[config.mk]
export PLATFORM = sky130hd
export DESIGN_NAME = sram_ctrl_flat
export DESIGN_NICKNAME = d
export VERILOG_FILES = /design/src/rtl/sram_ctrl_pkg.sv /design/src/rtl/sram_ctrl_if.sv /design/src/rtl/sram_phase_mux.sv /design/src/rtl/sram_ctrl.sv /design/src/flat_wrapper.sv
export SDC_FILE = /design/constraint.sdc
export NUM_CORES = 1
export LEC_CHECK = 0
export BUFFER_PORTS_ARGS = -buffer_cell sky130_fd_sc_hd__buf_2
export CORE_MARGIN = 3
export CORE_UTILIZATION = 46
export DETAILED_ROUTE_END_ITERATION = 16
export PLACE_DENSITY_LB_ADDON = 0.3
export SLEW_MARGIN = 5
export SYNTH_ARGS = -nofsm -noshare
export SYNTH_HDL_FRONTEND = slang
export SYNTH_HIERARCHICAL = 1
export SYNTH_SLANG_ARGS = --single-unit
[constraint.sdc]
create_clock -name CLK -period 2.9 [get_ports CLK]
set_input_delay 0.58 -clock CLK [delete_from_list [all_inputs] [get_ports CLK]]
set_output_delay 0.58 -clock CLK [all_outputs]
set_load 0.01 [all_outputs]
[src/rtl/sram_ctrl_pkg.sv]
// Shared definitions for the SRAM controller: request size encodings and FSM states.
package sram_ctrl_pkg;

    localparam logic [1:0] SIZE_8  = 2'd0;
    localparam logic [1:0] SIZE_16 = 2'd1;
    localparam logic [1:0] SIZE_32 = 2'd2;

    typedef enum logic [1:0] {
        IDLE   = 2'd0,
        SETUP  = 2'd1,
        STROBE = 2'd2,
        DONE   = 2'd3
    } state_e;

endpackage

[src/rtl/sram_ctrl_if.sv]
// Request-side bus of the SRAM controller; DEVICE is the controller view, HOST the requester view.
interface RAM_IF;

    logic [21:0] ADDR;
    logic [31:0] DIN;
    logic [1:0]  DIN_SIZE;
    logic        OE_n;
    logic        WE_n;
    logic        RFSH_n;
    logic [31:0] DOUT;
    logic        ACK_n;
    logic        TIMING;

    modport DEVICE (
        input  ADDR, DIN, DIN_SIZE, OE_n, WE_n, RFSH_n,
        output DOUT, ACK_n, TIMING
    );

    modport HOST (
        output ADDR, DIN, DIN_SIZE, OE_n, WE_n, RFSH_n,
        input  DOUT, ACK_n, TIMING
    );

endinterface

[src/rtl/sram_phase_mux.sv]
// Maps a latched request plus phase index onto SRAM address, write data and byte lanes.
module sram_phase_mux
    import sram_ctrl_pkg::*;
(
    input  logic [20:0] addr,
    input  logic [31:0] din,
    input  logic [1:0]  size,
    input  logic        phase,
    output logic [19:0] sram_a,
    output logic [15:0] dq_o,
    output logic        ub_n,
    output logic        lb_n
);

    // Halfword address (second phase wraps at the top) and lane selection per size.
    always_comb begin
        if (phase) begin
            sram_a = addr[20:1] + 20'd1;
        end else begin
            sram_a = addr[20:1];
        end
        case (size)
            SIZE_8: begin
                dq_o = {din[7:0], din[7:0]};
                ub_n = ~addr[0];
                lb_n = addr[0];
            end
            SIZE_32: begin
                dq_o = phase ? din[31:16] : din[15:0];
                ub_n = 1'b0;
                lb_n = 1'b0;
            end
            default: begin
                dq_o = din[15:0];
                ub_n = 1'b0;
                lb_n = 1'b0;
            end
        endcase
    end

endmodule

[src/rtl/sram_ctrl.sv]
// Bus-to-asynchronous-SRAM controller: edge-triggered requests, 1..2 halfword phases of
// SETUP + WAIT strobe cycles, all SRAM pins registered.
module sram_ctrl
    import sram_ctrl_pkg::*;
#(
    parameter int unsigned WAIT = 2
) (
    input  logic        CLK,
    input  logic        RESET_n,
    RAM_IF.DEVICE       Bus,
    output logic [19:0] SRAM_A,
    output logic [15:0] SRAM_DQ_O,
    input  logic [15:0] SRAM_DQ_I,
    output logic        SRAM_DQ_OE,
    output logic        SRAM_CE_n,
    output logic        SRAM_OE_n,
    output logic        SRAM_WE_n,
    output logic        SRAM_UB_n,
    output logic        SRAM_LB_n
);

    localparam logic [3:0] WAIT_LAST = 4'(WAIT - 1);

    state_e      state_q, state_d;
    logic        oe_prev_q, we_prev_q, rf_prev_q;
    logic [20:0] addr_q, addr_d;
    logic [31:0] din_q, din_d;
    logic [1:0]  size_q, size_d;
    logic        write_q, write_d;
    logic        phase_q, phase_d;
    logic [3:0]  cnt_q, cnt_d;
    logic [15:0] rlo_q, rlo_d;
    logic [31:0] dout_q, dout_d;
    logic        ack_n_q, ack_n_d;
    logic        timing_q, timing_d;
    logic [19:0] a_q, a_d;
    logic [15:0] dq_o_q, dq_o_d;
    logic        dq_oe_q, dq_oe_d;
    logic        ce_n_q, ce_n_d, oe_n_q, oe_n_d, we_n_q, we_n_d;
    logic        ub_n_q, ub_n_d, lb_n_q, lb_n_d;

    logic        we_req_s, oe_req_s, rf_req_s, active_s, last_s;
    logic [7:0]  byte_s;
    logic [31:0] rd_word_s;
    logic [19:0] mux_a_s;
    logic [15:0] mux_dq_s;
    logic        mux_ub_n_s, mux_lb_n_s;

    assign we_req_s = we_prev_q & ~Bus.WE_n;
    assign oe_req_s = oe_prev_q & ~Bus.OE_n;
    assign rf_req_s = rf_prev_q & ~Bus.RFSH_n;
    assign last_s   = (cnt_q == WAIT_LAST);
    assign byte_s   = addr_q[0] ? SRAM_DQ_I[15:8] : SRAM_DQ_I[7:0];

    // Assemble the read result for the phase that is finishing.
    always_comb begin
        case (size_q)
            SIZE_8:  rd_word_s = {24'h000000, byte_s};
            SIZE_32: rd_word_s = {SRAM_DQ_I, rlo_q};
            default: rd_word_s = {16'h0000, SRAM_DQ_I};
        endcase
    end

    // FSM next state and request/datapath bookkeeping.
    always_comb begin
        state_d = state_q;
        addr_d  = addr_q;
        din_d   = din_q;
        size_d  = size_q;
        write_d = write_q;
        phase_d = phase_q;
        cnt_d   = cnt_q;
        rlo_d   = rlo_q;
        dout_d  = dout_q;
        case (state_q)
            IDLE: begin
                if (we_req_s || oe_req_s || rf_req_s) begin
                    addr_d  = Bus.ADDR[20:0];
                    din_d   = Bus.DIN;
                    size_d  = Bus.DIN_SIZE;
                    phase_d = 1'b0;
                    write_d = we_req_s;
                    state_d = (we_req_s || oe_req_s) ? SETUP : DONE;
                end else begin
                    state_d = IDLE;
                end
            end
            SETUP: begin
                cnt_d   = 4'd0;
                state_d = STROBE;
            end
            STROBE: begin
                if (last_s) begin
                    // A 32-bit read parks its low halfword until the high one arrives.
                    if (!write_q && (size_q == SIZE_32) && !phase_q) begin
                        rlo_d = SRAM_DQ_I;
                    end else if (!write_q) begin
                        dout_d = rd_word_s;
                    end else begin
                        dout_d = dout_q;
                    end
                    if ((size_q == SIZE_32) && !phase_q) begin
                        phase_d = 1'b1;
                        state_d = SETUP;
                    end else begin
                        state_d = DONE;
                    end
                end else begin
                    cnt_d = cnt_q + 4'd1;
                end
            end
            DONE:    state_d = IDLE;
            default: state_d = IDLE;
        endcase
    end

    sram_phase_mux u_phase_mux (
        .addr   (addr_d),
        .din    (din_d),
        .size   (size_d),
        .phase  (phase_d),
        .sram_a (mux_a_s),
        .dq_o   (mux_dq_s),
        .ub_n   (mux_ub_n_s),
        .lb_n   (mux_lb_n_s)
    );

    // Pin and handshake values for the cycle being entered, so they line up with state_q.
    always_comb begin
        active_s = (state_d == SETUP) || (state_d == STROBE);
        ce_n_d   = ~active_s;
        oe_n_d   = ~((state_d == STROBE) && !write_d);
        we_n_d   = ~((state_d == STROBE) && write_d);
        dq_oe_d  = active_s && write_d;
        if (active_s) begin
            a_d    = mux_a_s;
            ub_n_d = mux_ub_n_s;
            lb_n_d = mux_lb_n_s;
        end else begin
            a_d    = a_q;
            ub_n_d = 1'b1;
            lb_n_d = 1'b1;
        end
        if (active_s && write_d) begin
            dq_o_d = mux_dq_s;
        end else begin
            dq_o_d = dq_o_q;
        end
        // A refresh acknowledges for its single DONE cycle.
        ack_n_d  = ~(active_s || ((state_q == IDLE) && (state_d == DONE)));
        timing_d = (state_d == IDLE);
    end

    // State, latched request and registered outputs.
    always_ff @(posedge CLK or negedge RESET_n) begin
        if (!RESET_n) begin
            state_q   <= IDLE;
            oe_prev_q <= 1'b1;
            we_prev_q <= 1'b1;
            rf_prev_q <= 1'b1;
            addr_q    <= 21'd0;
            din_q     <= 32'd0;
            size_q    <= 2'd0;
            write_q   <= 1'b0;
            phase_q   <= 1'b0;
            cnt_q     <= 4'd0;
            rlo_q     <= 16'd0;
            dout_q    <= 32'd0;
            ack_n_q   <= 1'b1;
            timing_q  <= 1'b0;
            a_q       <= 20'd0;
            dq_o_q    <= 16'd0;
            dq_oe_q   <= 1'b0;
            ce_n_q    <= 1'b1;
            oe_n_q    <= 1'b1;
            we_n_q    <= 1'b1;
            ub_n_q    <= 1'b1;
            lb_n_q    <= 1'b1;
        end else begin
            state_q   <= state_d;
            oe_prev_q <= Bus.OE_n;
            we_prev_q <= Bus.WE_n;
            rf_prev_q <= Bus.RFSH_n;
            addr_q    <= addr_d;
            din_q     <= din_d;
            size_q    <= size_d;
            write_q   <= write_d;
            phase_q   <= phase_d;
            cnt_q     <= cnt_d;
            rlo_q     <= rlo_d;
            dout_q    <= dout_d;
            ack_n_q   <= ack_n_d;
            timing_q  <= timing_d;
            a_q       <= a_d;
            dq_o_q    <= dq_o_d;
            dq_oe_q   <= dq_oe_d;
            ce_n_q    <= ce_n_d;
            oe_n_q    <= oe_n_d;
            we_n_q    <= we_n_d;
            ub_n_q    <= ub_n_d;
            lb_n_q    <= lb_n_d;
        end
    end

    assign Bus.DOUT   = dout_q;
    assign Bus.ACK_n  = ack_n_q;
    assign Bus.TIMING = timing_q;
    assign SRAM_A     = a_q;
    assign SRAM_DQ_O  = dq_o_q;
    assign SRAM_DQ_OE = dq_oe_q;
    assign SRAM_CE_n  = ce_n_q;
    assign SRAM_OE_n  = oe_n_q;
    assign SRAM_WE_n  = we_n_q;
    assign SRAM_UB_n  = ub_n_q;
    assign SRAM_LB_n  = lb_n_q;

endmodule

[src/flat_wrapper.sv]
// flat-port wrapper written by rule: the top's interface ports become plain ports
module sram_ctrl_flat import sram_ctrl_pkg::*;
#(
    parameter int unsigned WAIT = 2
)
  (CLK, RESET_n, SRAM_A, SRAM_DQ_O, SRAM_DQ_I, SRAM_DQ_OE, SRAM_CE_n, SRAM_OE_n, SRAM_WE_n, SRAM_UB_n, SRAM_LB_n, Bus_ADDR, Bus_DIN, Bus_DIN_SIZE, Bus_OE_n, Bus_WE_n, Bus_RFSH_n, Bus_DOUT, Bus_ACK_n, Bus_TIMING);
  RAM_IF Bus_i ();
  input  logic CLK;
  input  logic RESET_n;
  output logic [19:0] SRAM_A;
  output logic [15:0] SRAM_DQ_O;
  input  logic [15:0] SRAM_DQ_I;
  output logic SRAM_DQ_OE;
  output logic SRAM_CE_n;
  output logic SRAM_OE_n;
  output logic SRAM_WE_n;
  output logic SRAM_UB_n;
  output logic SRAM_LB_n;
  input wire logic [$bits(Bus_i.ADDR)-1:0] Bus_ADDR;
  input wire logic [$bits(Bus_i.DIN)-1:0] Bus_DIN;
  input wire logic [$bits(Bus_i.DIN_SIZE)-1:0] Bus_DIN_SIZE;
  input wire logic [$bits(Bus_i.OE_n)-1:0] Bus_OE_n;
  input wire logic [$bits(Bus_i.WE_n)-1:0] Bus_WE_n;
  input wire logic [$bits(Bus_i.RFSH_n)-1:0] Bus_RFSH_n;
  output wire logic [$bits(Bus_i.DOUT)-1:0] Bus_DOUT;
  output wire logic [$bits(Bus_i.ACK_n)-1:0] Bus_ACK_n;
  output wire logic [$bits(Bus_i.TIMING)-1:0] Bus_TIMING;
  assign Bus_i.ADDR = Bus_ADDR;
  assign Bus_i.DIN = Bus_DIN;
  assign Bus_i.DIN_SIZE = Bus_DIN_SIZE;
  assign Bus_i.OE_n = Bus_OE_n;
  assign Bus_i.WE_n = Bus_WE_n;
  assign Bus_i.RFSH_n = Bus_RFSH_n;
  assign Bus_DOUT = Bus_i.DOUT;
  assign Bus_ACK_n = Bus_i.ACK_n;
  assign Bus_TIMING = Bus_i.TIMING;
  sram_ctrl #(.WAIT(WAIT)) u_core (.CLK(CLK), .RESET_n(RESET_n), .Bus(Bus_i), .SRAM_A(SRAM_A), .SRAM_DQ_O(SRAM_DQ_O), .SRAM_DQ_I(SRAM_DQ_I), .SRAM_DQ_OE(SRAM_DQ_OE), .SRAM_CE_n(SRAM_CE_n), .SRAM_OE_n(SRAM_OE_n), .SRAM_WE_n(SRAM_WE_n), .SRAM_UB_n(SRAM_UB_n), .SRAM_LB_n(SRAM_LB_n));
endmodule
==> results.py, run 1 <==
metrics = {
    "die": {
        "num_io_pins": 153,
        "dieArea_um2": 17500,
        "core-area_um2": 15400,
        "die_y_um": 132,
        "die_x_um": 132,
        "initial_utilization_pct": 47.7,
        "rows": 45,
    },
    "synth": {
        "yosysMostFrequentCell": "dfrtp_1",
        "ys_seq_area_share_pct": 54.1,
        "synth_compound_area_share_pct": 13.4,
        "yosys_warnings": 6,
        "synthCells": 606,
        "ys.flop_type": "dfrtp_1",
        "yosys.area.top_type": "dfrtp_1",
        "synth.avg_cell_area_um2": 12.1,
        "yosys-top-cells-area": "dfrtp_1 (51%), mux2_2 (14%), o22ai_1 (3.6%)",
        "syn_area_um2": 7320,
        "synthTopCellsByCount": "dfrtp_1 (149), mux2_2 (91), o22ai_1 (42)",
        "synth_fp_nets": 689,
        "synthXorXnorAreaFrac_pct": 2.27,
        "synth.area.mux_share_pct": 16.2,
        "synth.distinct_cells": 56,
        "yosysTopAreaCellShare_pct": 50.9,
        "synth_top_family_by_area": "multiplexers",
        "synth-edff-count": 0,
        "yosys.area_share.simple_pct": 9.28,
        "synth-seq-cells": 158,
        "synthArstFlopShare_pct": 100,
        "yosys.area_share.adder_pct": 1.02,
    },
    "sta": {
        "maxSlewViolCount": 0,
        "maxSlewHeadroom_pct": 36.6,
        "fmax_mhz": 363,
        "setup_violations": 0,
        "tightest_slew_ns": 0.951,
        "fin_tns_setup_ns": 0,
        "finalCritPeriodShare_pct": 95.1,
        "skew_ns": 0.00768,
        "rsz0062_at_grt": "no",
        "period_needed_ns": 2.76,
        "final_hold_viol_count": 0,
    },
    "grt": {
        "grt_pass1_vias": 5907,
        "grt_max_degree": 106,
        "overflow": 0,
        "gr-usage-all-layers_pct": 21.8,
        "antenna_found_initial": 0,
        "grt_pass1_wl_mm": 30.5,
    },
    "final_layout": {
        "utilization_pct": 60.2,
        "fillers": 1277,
        "ff_latch_area_um2": 3970,
        "num-nets-final": 875,
        "multi_input_area_um2": 3150,
        "diodes": 0,
        "drive_gt1_share_pct": 47.6,
        "syn2layout_area_growth_pct": 26.3,
    },
    "critical_path": {
        "reg2reg_slack_ns": 0.14,
        "start_kind": "register",
        "rr_worst_depth": 9,
        "worstReg2RegStart": "u_core/we_prev_q$_DFF_PN1_",
        "crit_path_end_kind": "register",
        "critPathRequiredTime_ns": 3.21,
        "arrival_ns": 3.07,
        "rr_endpoint": "u_core/SRAM_A[16]$_DFFE_PN0P_",
        "worstSetupPathType": "reg2reg",
        "cp_max_fo": 9,
    },
    "job": {
        "cap_violations": 0,
    },
    "route": {
        "remaining_drc_errors": 0,
        "routed_wl_mm": 19.0,
        "vias": 5708,
        "routedWlPerCell_um": 18.7,
        "drtAntennaViolNets": 0,
        "via_per_inst": 5.62,
        "first_pass_iters": 5,
        "drt_iter0_markers": 404,
    },
    "clock_tree": {
        "clock-sinks": 158,
        "holdBufCountCts": 0,
        "insertion_delay_ns": 0.43,
        "root_buffer": "clkbuf_16",
        "htree_num_levels": 4,
        "path_clk_slew_ns": 0.06,
        "numCtsBuffers": 17,
        "cts_max_path_buffers": 2,
        "cts_tree": "yes",
    },
    "pwr": {
        "power_mw": 12.1,
        "p_int_mw": 7.52,
        "switching_share_pct": 38.1,
        "clkPwrFrac_pct": 17.6,
        "switching_power_mw": 4.62,
        "ir_worst_vdd_uv": 693,
        "p_leak_nw": 4.28,
        "p_comb_share_pct": 50.5,
        "p_per_area_nw_per_um2": 1310,
        "seq_power_share_pct": 31.9,
    },
    "hold_path": {
        "hold_class": "in2async",
    },
    "placement": {
        "routabilityCongestion": 0.816,
        "io_buffers": 151,
        "dp_hpwl_mm": 13.3,
    },
    "outcome": {
        "status": "finished, final reports clean",
    },
}
[power groups by stage]
stage / clock network (mW) / logic, mW / registers, mW
after floorplan: 0 / 3.81 / 3.99
after global placement: 0 / 5.80 / 3.83
after detailed placement: 0 / 5.98 / 3.89
after CTS: 2.17 / 6.04 / 3.87
after global routing: 2.25 / 6.67 / 3.99
final: 2.14 / 6.13 / 3.87
[kinds of logic (layout without fill, tap and decap cells)]
kind of cell	Yosys count	count (layout)
compound gates	143	143
fa+ha+maj	6	6
xor+xnor	19	19
flops	158	158
mux	102	102
buf+inv	63	262
simple gates	115	115
[worst max-delay path by stage]
stage | start | end | slack, ns | cells past startpoint
6_report | u_core/we_prev_q$_DFF_PN1_ | u_core/SRAM_A[16]$_DFFE_PN0P_ | 0.14 | 9
5_1_grt | u_core/oe_prev_q$_DFF_PN1_ | u_core/SRAM_A[16]$_DFFE_PN0P_ | 0.007 | 9
4_1_cts | u_core/cnt_q[1]$_DFFE_PN0P_ | u_core/SRAM_A[13]$_DFFE_PN0P_ | 0.0006 | 11
3_5_place_dp | u_core/cnt_q[1]$_DFFE_PN0P_ | u_core/SRAM_A[19]$_DFFE_PN0P_ | -0.11 | 10
3_3_place_gp | Bus_WE_n | u_core/SRAM_A[19]$_DFFE_PN0P_ | -0.07 | 10
2_1_floorplan | Bus_WE_n | u_core/SRAM_A[16]$_DFFE_PN0P_ | 0.007 | 11
[state kept, by name, summed over array words and instances, names as in the netlist, 4 cells and up]
name	cells
u_core/Bus.DOUT	32
u_core/cnt_q	4
u_core/SRAM_A	20
u_core/rlo_q	16
u_core/addr_q	21
u_core/SRAM_DQ_O	16
u_core/din_q	32
[worst max-delay path, stage by stage (launching register included)]
cell and delay, ns:
dfstp_2 0.54, nor2b_1 0.21, o31a_4 0.23, mux2_4 0.19, ha_2 0.21, nand2_1 0.07, or4_4 0.57, nor4_4 0.25
xor2_1 0.09, mux2_2 0.27
[through the flow]
stage | instance area, um2 | setup slack (ns) | instances | hold WS (ns)
6_report | 9250 | 0.143 | 1016 | 0.260
5_1_grt | 9250 | 0.00651 | 1016 | 0.272
4_1_cts | 9190 | 0.000647 | 1013 | 0.262
3_5_place_dp | 8620 | -0.109 | 981 | 0.488
3_3_place_gp | 8620 | -0.0685 | 981 | 0.481
2_1_floorplan | 7350 | 0.00703 | 606 | 0.284
[routing by layer]
metal	track usage [%]	wire (um)	up-vias
met4	6.93	328	0
met1	28.1	7890	2869
met3	5.23	1300	23
met5	0	0	-
li1	-	-	2587
met2	36.6	9500	229
[cells in the final DEF, fill, tap and decap left out, drive strengths merged, types with 6 or more instances in the layout]
cell,n
or3b,9
or2,10
inv,22
o22ai,42
nor2b,9
ha,6
a22o,17
a21oi,20
dfstp,9
buf,208
xnor2,7
o21ai,12
nand2,38
xor2,12
nand2b,8
o31ai,34
a32oi,8
mux2,101
clkbuf,23
dfrtp,149
nor2,13
[final cells by class]
type                            instances  area share, %
Multi-Input combinational cell        385           34.0
Clock inverter                          9          0.920
Clock buffer                           23           5.17
Tap cell                              211           2.85
Sequential cell                       158           42.9
Timing Repair Buffer                  208           13.3
Inverter                               22          0.893
[repair_timing]
| item | CTS | global route |
|---|---|---|
| setup endpoints to repair | 6 | 25 |
| buffers inserted | 0 | 3 |
| resized for setup | 3 | 8 |
| pin swaps | 0 | 4 |
Power figures use the tool's default switching activity.
==> run 2: changes to the inputs <==
--- a/config.mk
+++ b/config.mk
@@ -9,6 +9,7 @@
 export CORE_MARGIN = 3
 export CORE_UTILIZATION = 46
 export DETAILED_ROUTE_END_ITERATION = 16
+export GPL_TIMING_DRIVEN = 0
 export PLACE_DENSITY_LB_ADDON = 0.3
 export SLEW_MARGIN = 5
 export SYNTH_ARGS = -nofsm -noshare
==> constraint.sdc (replaced) <==
create_clock -name CLK -period 2.87 [get_ports CLK]
set_input_delay 0.574 -clock CLK [delete_from_list [all_inputs] [get_ports CLK]]
set_output_delay 0.574 -clock CLK [all_outputs]
set_load 0.01 [all_outputs]
==> run 2 against run 1 <==
Effect of this change: cell count grew 0.20%; core utilization grew 0.42 points; non-clock buffer count grew 2; critical path type unchanged; largest cell class unchanged; largest power group unchanged; highest routed layer unchanged.
==> results.py, run 2 (synthesis results as in run 1) <==
metrics = {
    "sta": {
        "fmax_mhz": 357,
        "hold_ws_ns": 0.0606,
        "rsz0062_at_grt": "yes",
        "tightest_slew_ns": 0.595,
        "skew_ns": 0.00956,
        "setup_violations": 0,
        "finalCritPeriodShare_pct": 97.6,
        "final_hold_viol_count": 0,
        "maxSlewViolCount": 0,
        "period_needed_ns": 2.80,
        "worst_slack_ns": 0.0680,
        "maxSlewHeadroom_pct": 60.3,
    },
    "placement": {
        "dp_hpwl_mm": 13.5,
        "routabilityCongestion": 0.896,
        "place_ws_ns": -0.511,
        "io_buffers": 151,
        "placed_cells": 969,
    },
    "die": {
        "rows": 45,
        "die_x_um": 132,
        "die_y_um": 132,
        "core-area_um2": 15400,
        "num_io_pins": 153,
        "dieArea_um2": 17500,
        "initial_utilization_pct": 47.7,
    },
    "hold_path": {
        "hold_class": "in2async",
    },
    "final_layout": {
        "fin_cells": 1018,
        "diodes": 0,
        "num-nets-final": 877,
        "syn2layout_area_growth_pct": 27.2,
        "layout_commonest_cell": "buf_2",
        "layout_common_cells": "buf_2 (157), dfrtp_1 (147), mux2_2 (84)",
        "drive_gt1_share_pct": 47.5,
        "utilization_pct": 60.6,
    },
    "critical_path": {
        "worstSetupPathType": "reg2reg",
        "cp_max_fo": 6,
        "crit_path_end_kind": "register",
        "arrival_ns": 3.10,
        "critPathRequiredTime_ns": 3.17,
        "start_kind": "register",
    },
    "pwr": {
        "clkPwrFrac_pct": 18.1,
        "p_per_area_nw_per_um2": 1330,
        "p_int_mw": 7.58,
        "switching_share_pct": 38.8,
        "p_comb_share_pct": 50.2,
        "switching_power_mw": 4.81,
        "ir_worst_vdd_uv": 707,
        "p_leak_nw": 4.28,
        "seq_power_share_pct": 31.6,
    },
    "route": {
        "vias": 5777,
        "first_pass_iters": 4,
        "routed_wl_mm": 19.5,
        "drt_iter0_markers": 466,
        "routedWlPerCell_um": 19.2,
        "via_per_inst": 5.67,
        "remaining_drc_errors": 0,
        "drtAntennaViolNets": 0,
    },
    "outcome": {
        "status": "finished, final reports clean",
    },
    "grt": {
        "overflow": 0,
        "gr-usage-all-layers_pct": 21.7,
        "grt_pass1_vias": 5867,
        "grt_pass1_wl_mm": 30.4,
        "antenna_found_initial": 0,
        "grt_max_degree": 110,
    },
    "clock_tree": {
        "path_clk_slew_ns": 0.06,
        "root_buffer": "clkbuf_16",
        "clock-sinks": 158,
        "insertion_delay_ns": 0.42,
        "cts_max_path_buffers": 2,
        "cts_tree": "yes",
        "numCtsBuffers": 17,
        "htree_num_levels": 4,
    },
    "job": {
        "cap_violations": 0,
    },
}
[run 2: changes by cell type in the layout (fill, tap and decap cells not counted), moves of 5 or more]
cell      change
buf_2         +7
buf_4        -34
clkbuf_1     +14
clkbuf_2      +8
mux2_2        -5
mux2_4        +5
[run 2: timing repair]
action | CTS | global route
setup buffers | 9 | 13
resized for setup | 21 | 32
setup endpoints to repair | 37 | 28
pin swaps | 4 | 6
cloned | 0 | 0
hold buffers | 0 | 0
endpoints found under the hold margin | 0 | 0
[run 2: final timing paths]
path / start / endpoint / slack, ns / cells past startpoint
max: u_core/oe_prev_q$_DFF_PN1_ / u_core/SRAM_A[18]$_DFFE_PN0P_ / 0.07 / 12
min: RESET_n / u_core/Bus.DOUT[17]$_DFFE_PN0P_ / 0.06 / 1
max reg2reg: u_core/oe_prev_q$_DFF_PN1_ / u_core/SRAM_A[18]$_DFFE_PN0P_ / 0.07 / 12
min reg2reg: u_core/din_q[21]$_DFF_PN0_ / u_core/din_q[21]$_DFF_PN0_ / 0.50 / 1
max in group asynchronous: RESET_n / u_core/Bus.DOUT[22]$_DFFE_PN0P_ / 1.95 / 2
min in group CLK: Bus_OE_n / u_core/oe_prev_q$_DFF_PN1_ / 0.28 / 1
[run 2: layout make-up]
type	count	area (um2)
Fill cell	1271	6050
Sequential cell	158	3970
Multi-Input combinational cell	385	3220
Timing Repair Buffer	174	978
Clock buffer	20	457
Tap cell	211	264
Buffer	36	213
Clock inverter	12	134
Inverter	22	82.6
[run 2: power by group through the flow]
stage	Sequential [mW]	Combinational, mW	Clock (mW)
2_1_floorplan	4.03	3.85	0
3_3_place_gp	3.86	5.56	0
3_5_place_dp	3.92	5.73	0
4_1_cts	3.92	5.94	2.30
5_1_grt	4.04	6.72	2.40
6_report	3.92	6.23	2.25
[run 2: critical path: stages (launching register included)]
cell	delay, ns
dfstp_2	0.37
nor2b_4	0.12
o31a_1	0.30
buf_6	0.14
buf_12	0.14
mux2_4	0.24
ha_4	0.14
nand2_2	0.05
or4_4	0.57
buf_4	0.17
nor2_2	0.10
xnor2_1	0.07
mux2_2	0.26
[run 2: layer usage]
| layer | wire length, um | vias up | GRT usage [%] | share of wire [%] |
|---|---|---|---|---|
| li1 | - | 2604 | - | - |
| met2 | 9610 | 217 | 35.9 | 49 |
| met3 | 1260 | 27 | 5.23 | 6.5 |
| met5 | 0 | - | 0 | 0 |
| met1 | 8260 | 2929 | 28.1 | 42 |
| met4 | 364 | 0 | 7.39 | 1.9 |
[run 2: metrics by stage]
step / setup TNS, ns / total power [mW] / cell area (um2)
floorplan: -0.00462 / 7.88 / 7350
finish: 0 / 12.4 / 9320
global placement: -161.72 / 9.43 / 8370
global route: -0.121 / 13.2 / 9320
detailed placement: -12.03 / 9.65 / 8410
CTS: 0 / 12.2 / 9140
==> run 3: changes to the inputs <==
--- a/config.mk
+++ b/config.mk
@@ -5,7 +5,7 @@
 export SDC_FILE = /design/constraint.sdc
 export NUM_CORES = 1
 export LEC_CHECK = 0
-export BUFFER_PORTS_ARGS = -buffer_cell sky130_fd_sc_hd__buf_2
+export BUFFER_PORTS_ARGS = -buffer_cell sky130_fd_sc_hd__buf_4
 export CORE_MARGIN = 3
 export CORE_UTILIZATION = 46
 export DETAILED_ROUTE_END_ITERATION = 16
==> constraint.sdc (replaced) <==
create_clock -name CLK -period 3.4 [get_ports CLK]
set_input_delay 0.68 -clock CLK [delete_from_list [all_inputs] [get_ports CLK]]
set_output_delay 0.68 -clock CLK [all_outputs]
set_load 0.01 [all_outputs]
==> run 3 against run 2 <==
Effect of this change: hold slack better by 0.069 ns; via count down 1.1%; cell count shrank 1.8%; sequential power shrank 15%; largest cell class unchanged; first-iteration DRC count down 11%.
==> results.py, run 3 (synthesis results as in run 1) <==
metrics = {
    "die": {
        "rows": 45,
        "core-area_um2": 15400,
        "die_y_um": 132,
        "die_x_um": 132,
        "initial_utilization_pct": 47.7,
        "dieArea_um2": 17500,
        "num_io_pins": 153,
    },
    "critical_path": {
        "slowest_stage": "or4_4",
        "cp_top_family": "simple AND/OR/NAND/NOR gates",
        "slowest_delay_ns": 0.58,
        "crit_path_end_kind": "register",
        "start_kind": "register",
        "rr_endpoint": "u_core/SRAM_A[16]$_DFFE_PN0P_",
        "worstSetupPathType": "reg2reg",
        "arrival_ns": 3.56,
        "rr_worst_depth": 11,
        "crit_chain": "nor2b_1 -> o31a_1 -> clkbuf_4 -> buf_4 -> mux2_2 -> ha_1 -> nand2_1 -> or4_4 -> nor4_4 -> xor2_1 -> mux2_2",
        "reg2reg_slack_ns": 0.16,
        "critPathRequiredTime_ns": 3.72,
        "critPathBufInv": 2,
        "cp_max_fo": 10,
        "cp_common_cell": "mux2_2",
        "worstReg2RegStart": "u_core/we_prev_q$_DFF_PN1_",
    },
    "placement": {
        "io_buffers": 151,
        "dp_hpwl_mm": 13.9,
        "placed_cells": 969,
        "place_ws_ns": -0.277,
        "routabilityCongestion": 0.900,
    },
    "final_layout": {
        "diodes": 0,
        "layout_common_cells": "buf_4 (152), dfrtp_1 (149), mux2_2 (91)",
        "syn2layout_area_growth_pct": 28.1,
        "fillers": 1250,
        "fin_cells": 1000,
        "num-nets-final": 859,
        "drive_gt1_share_pct": 42.6,
        "utilization_pct": 61.0,
        "ff_latch_area_um2": 3970,
        "multi_input_area_um2": 3090,
        "layout_commonest_cell": "buf_4",
    },
    "sta": {
        "tightest_slew_ns": 0.729,
        "fmax_mhz": 309,
        "maxSlewHeadroom_pct": 51.2,
        "period_needed_ns": 3.24,
        "skew_ns": 0.00880,
        "maxSlewViolCount": 0,
        "rsz0062_at_grt": "no",
        "fin_tns_setup_ns": 0,
        "worst_slack_ns": 0.159,
        "final_hold_viol_count": 0,
        "setup_violations": 0,
        "finalCritPeriodShare_pct": 95.3,
    },
    "route": {
        "drtAntennaViolNets": 0,
        "routed_wl_mm": 19.1,
        "remaining_drc_errors": 0,
        "routedWlPerCell_um": 19.1,
        "first_pass_iters": 5,
        "via_per_inst": 5.71,
        "drt_iter0_markers": 415,
        "vias": 5713,
    },
    "hold_path": {
        "hold_class": "in2async",
    },
    "outcome": {
        "status": "finished, final reports clean",
    },
    "clock_tree": {
        "htree_num_levels": 4,
        "post-cts-setup-buffers": 0,
        "clock-sinks": 158,
        "path_clk_slew_ns": 0.06,
        "root_buffer": "clkbuf_16",
        "cts_max_path_buffers": 2,
        "numCtsBuffers": 17,
        "cts_tree": "yes",
        "insertion_delay_ns": 0.43,
    },
    "pwr": {
        "p_leak_nw": 4.22,
        "ir_worst_vdd_uv": 517,
        "p_comb_share_pct": 49.2,
        "seq_power_share_pct": 31.9,
        "switching_share_pct": 38.0,
        "clkPwrFrac_pct": 18.9,
        "power_mw": 10.4,
        "p_per_area_nw_per_um2": 1110,
        "p_int_mw": 6.45,
        "switching_power_mw": 3.95,
    },
    "grt": {
        "grt_pass1_wl_mm": 31.0,
        "antenna_found_initial": 0,
        "gr-usage-all-layers_pct": 22.3,
        "overflow": 0,
        "grt_max_degree": 117,
        "grt_pass1_vias": 5823,
    },
    "job": {
        "cap_violations": 0,
    },
}
## run 3: cell type report
cell class                 instances  share of cell area, %
sequential                       158                   42.3
multi-input combinational        385                   32.9
timing repair buffer             152                   12.5
clock buffer                      19                   4.83
tap                              211                   2.81
buffer                            40                   2.09
clock inverter                    13                   1.73
inverter                          22                  0.880
## run 3: stage by stage
stage | hold WS, ns | cell area (um2)
floorplan | 0.384 | 7320
global placement | 0.484 | 8720
detailed placement | 0.485 | 8760
CTS | 0.126 | 9380
global route | 0.133 | 9380
finish | 0.129 | 9380
## run 3: power groups by stage
| stage | logic [mW] | clock network (mW) | registers, mW |
|---|---|---|---|
| after global routing | 5.56 | 2.09 | 3.43 |
| after floorplan | 3.22 | 0 | 3.40 |
| final | 5.11 | 1.97 | 3.32 |
| after detailed placement | 5.07 | 0 | 3.33 |
| after global placement | 4.91 | 0 | 3.28 |
| after CTS | 5.11 | 2.00 | 3.31 |
## run 3: routing by layer
metal  wire length (um)  vias up  global-route usage [%]
li1                   -     2567                       -
met1               7680     2845                    27.7
met2               9180      259                    35.3
met3               1690       42                    8.63
met4                495        0                    8.78
met5                  0        -                       0
## run 3: how the worst max path moves through the flow
stage	startpoint	depth (start not counted)	to
after floorplan	Bus_WE_n	11	u_core/SRAM_A[16]$_DFFE_PN0P_
after global placement	Bus_WE_n	12	u_core/SRAM_A[16]$_DFFE_PN0P_
after detailed placement	Bus_WE_n	12	u_core/SRAM_A[16]$_DFFE_PN0P_
after CTS	u_core/state_q[1]$_DFF_PN0_	12	u_core/SRAM_A[16]$_DFFE_PN0P_
after global routing	u_core/cnt_q[1]$_DFFE_PN0P_	11	u_core/SRAM_A[9]$_DFFE_PN0P_
final	u_core/we_prev_q$_DFF_PN1_	11	u_core/SRAM_A[16]$_DFFE_PN0P_
## run 3: what timing repair did
action / CTS / global route
hold buffers: 0 / 0
pin swaps: 0 / 0
setup endpoints to repair: 5 / 19
hold endpoints to repair: 0 / 0
gates resized for setup: 2 / 7
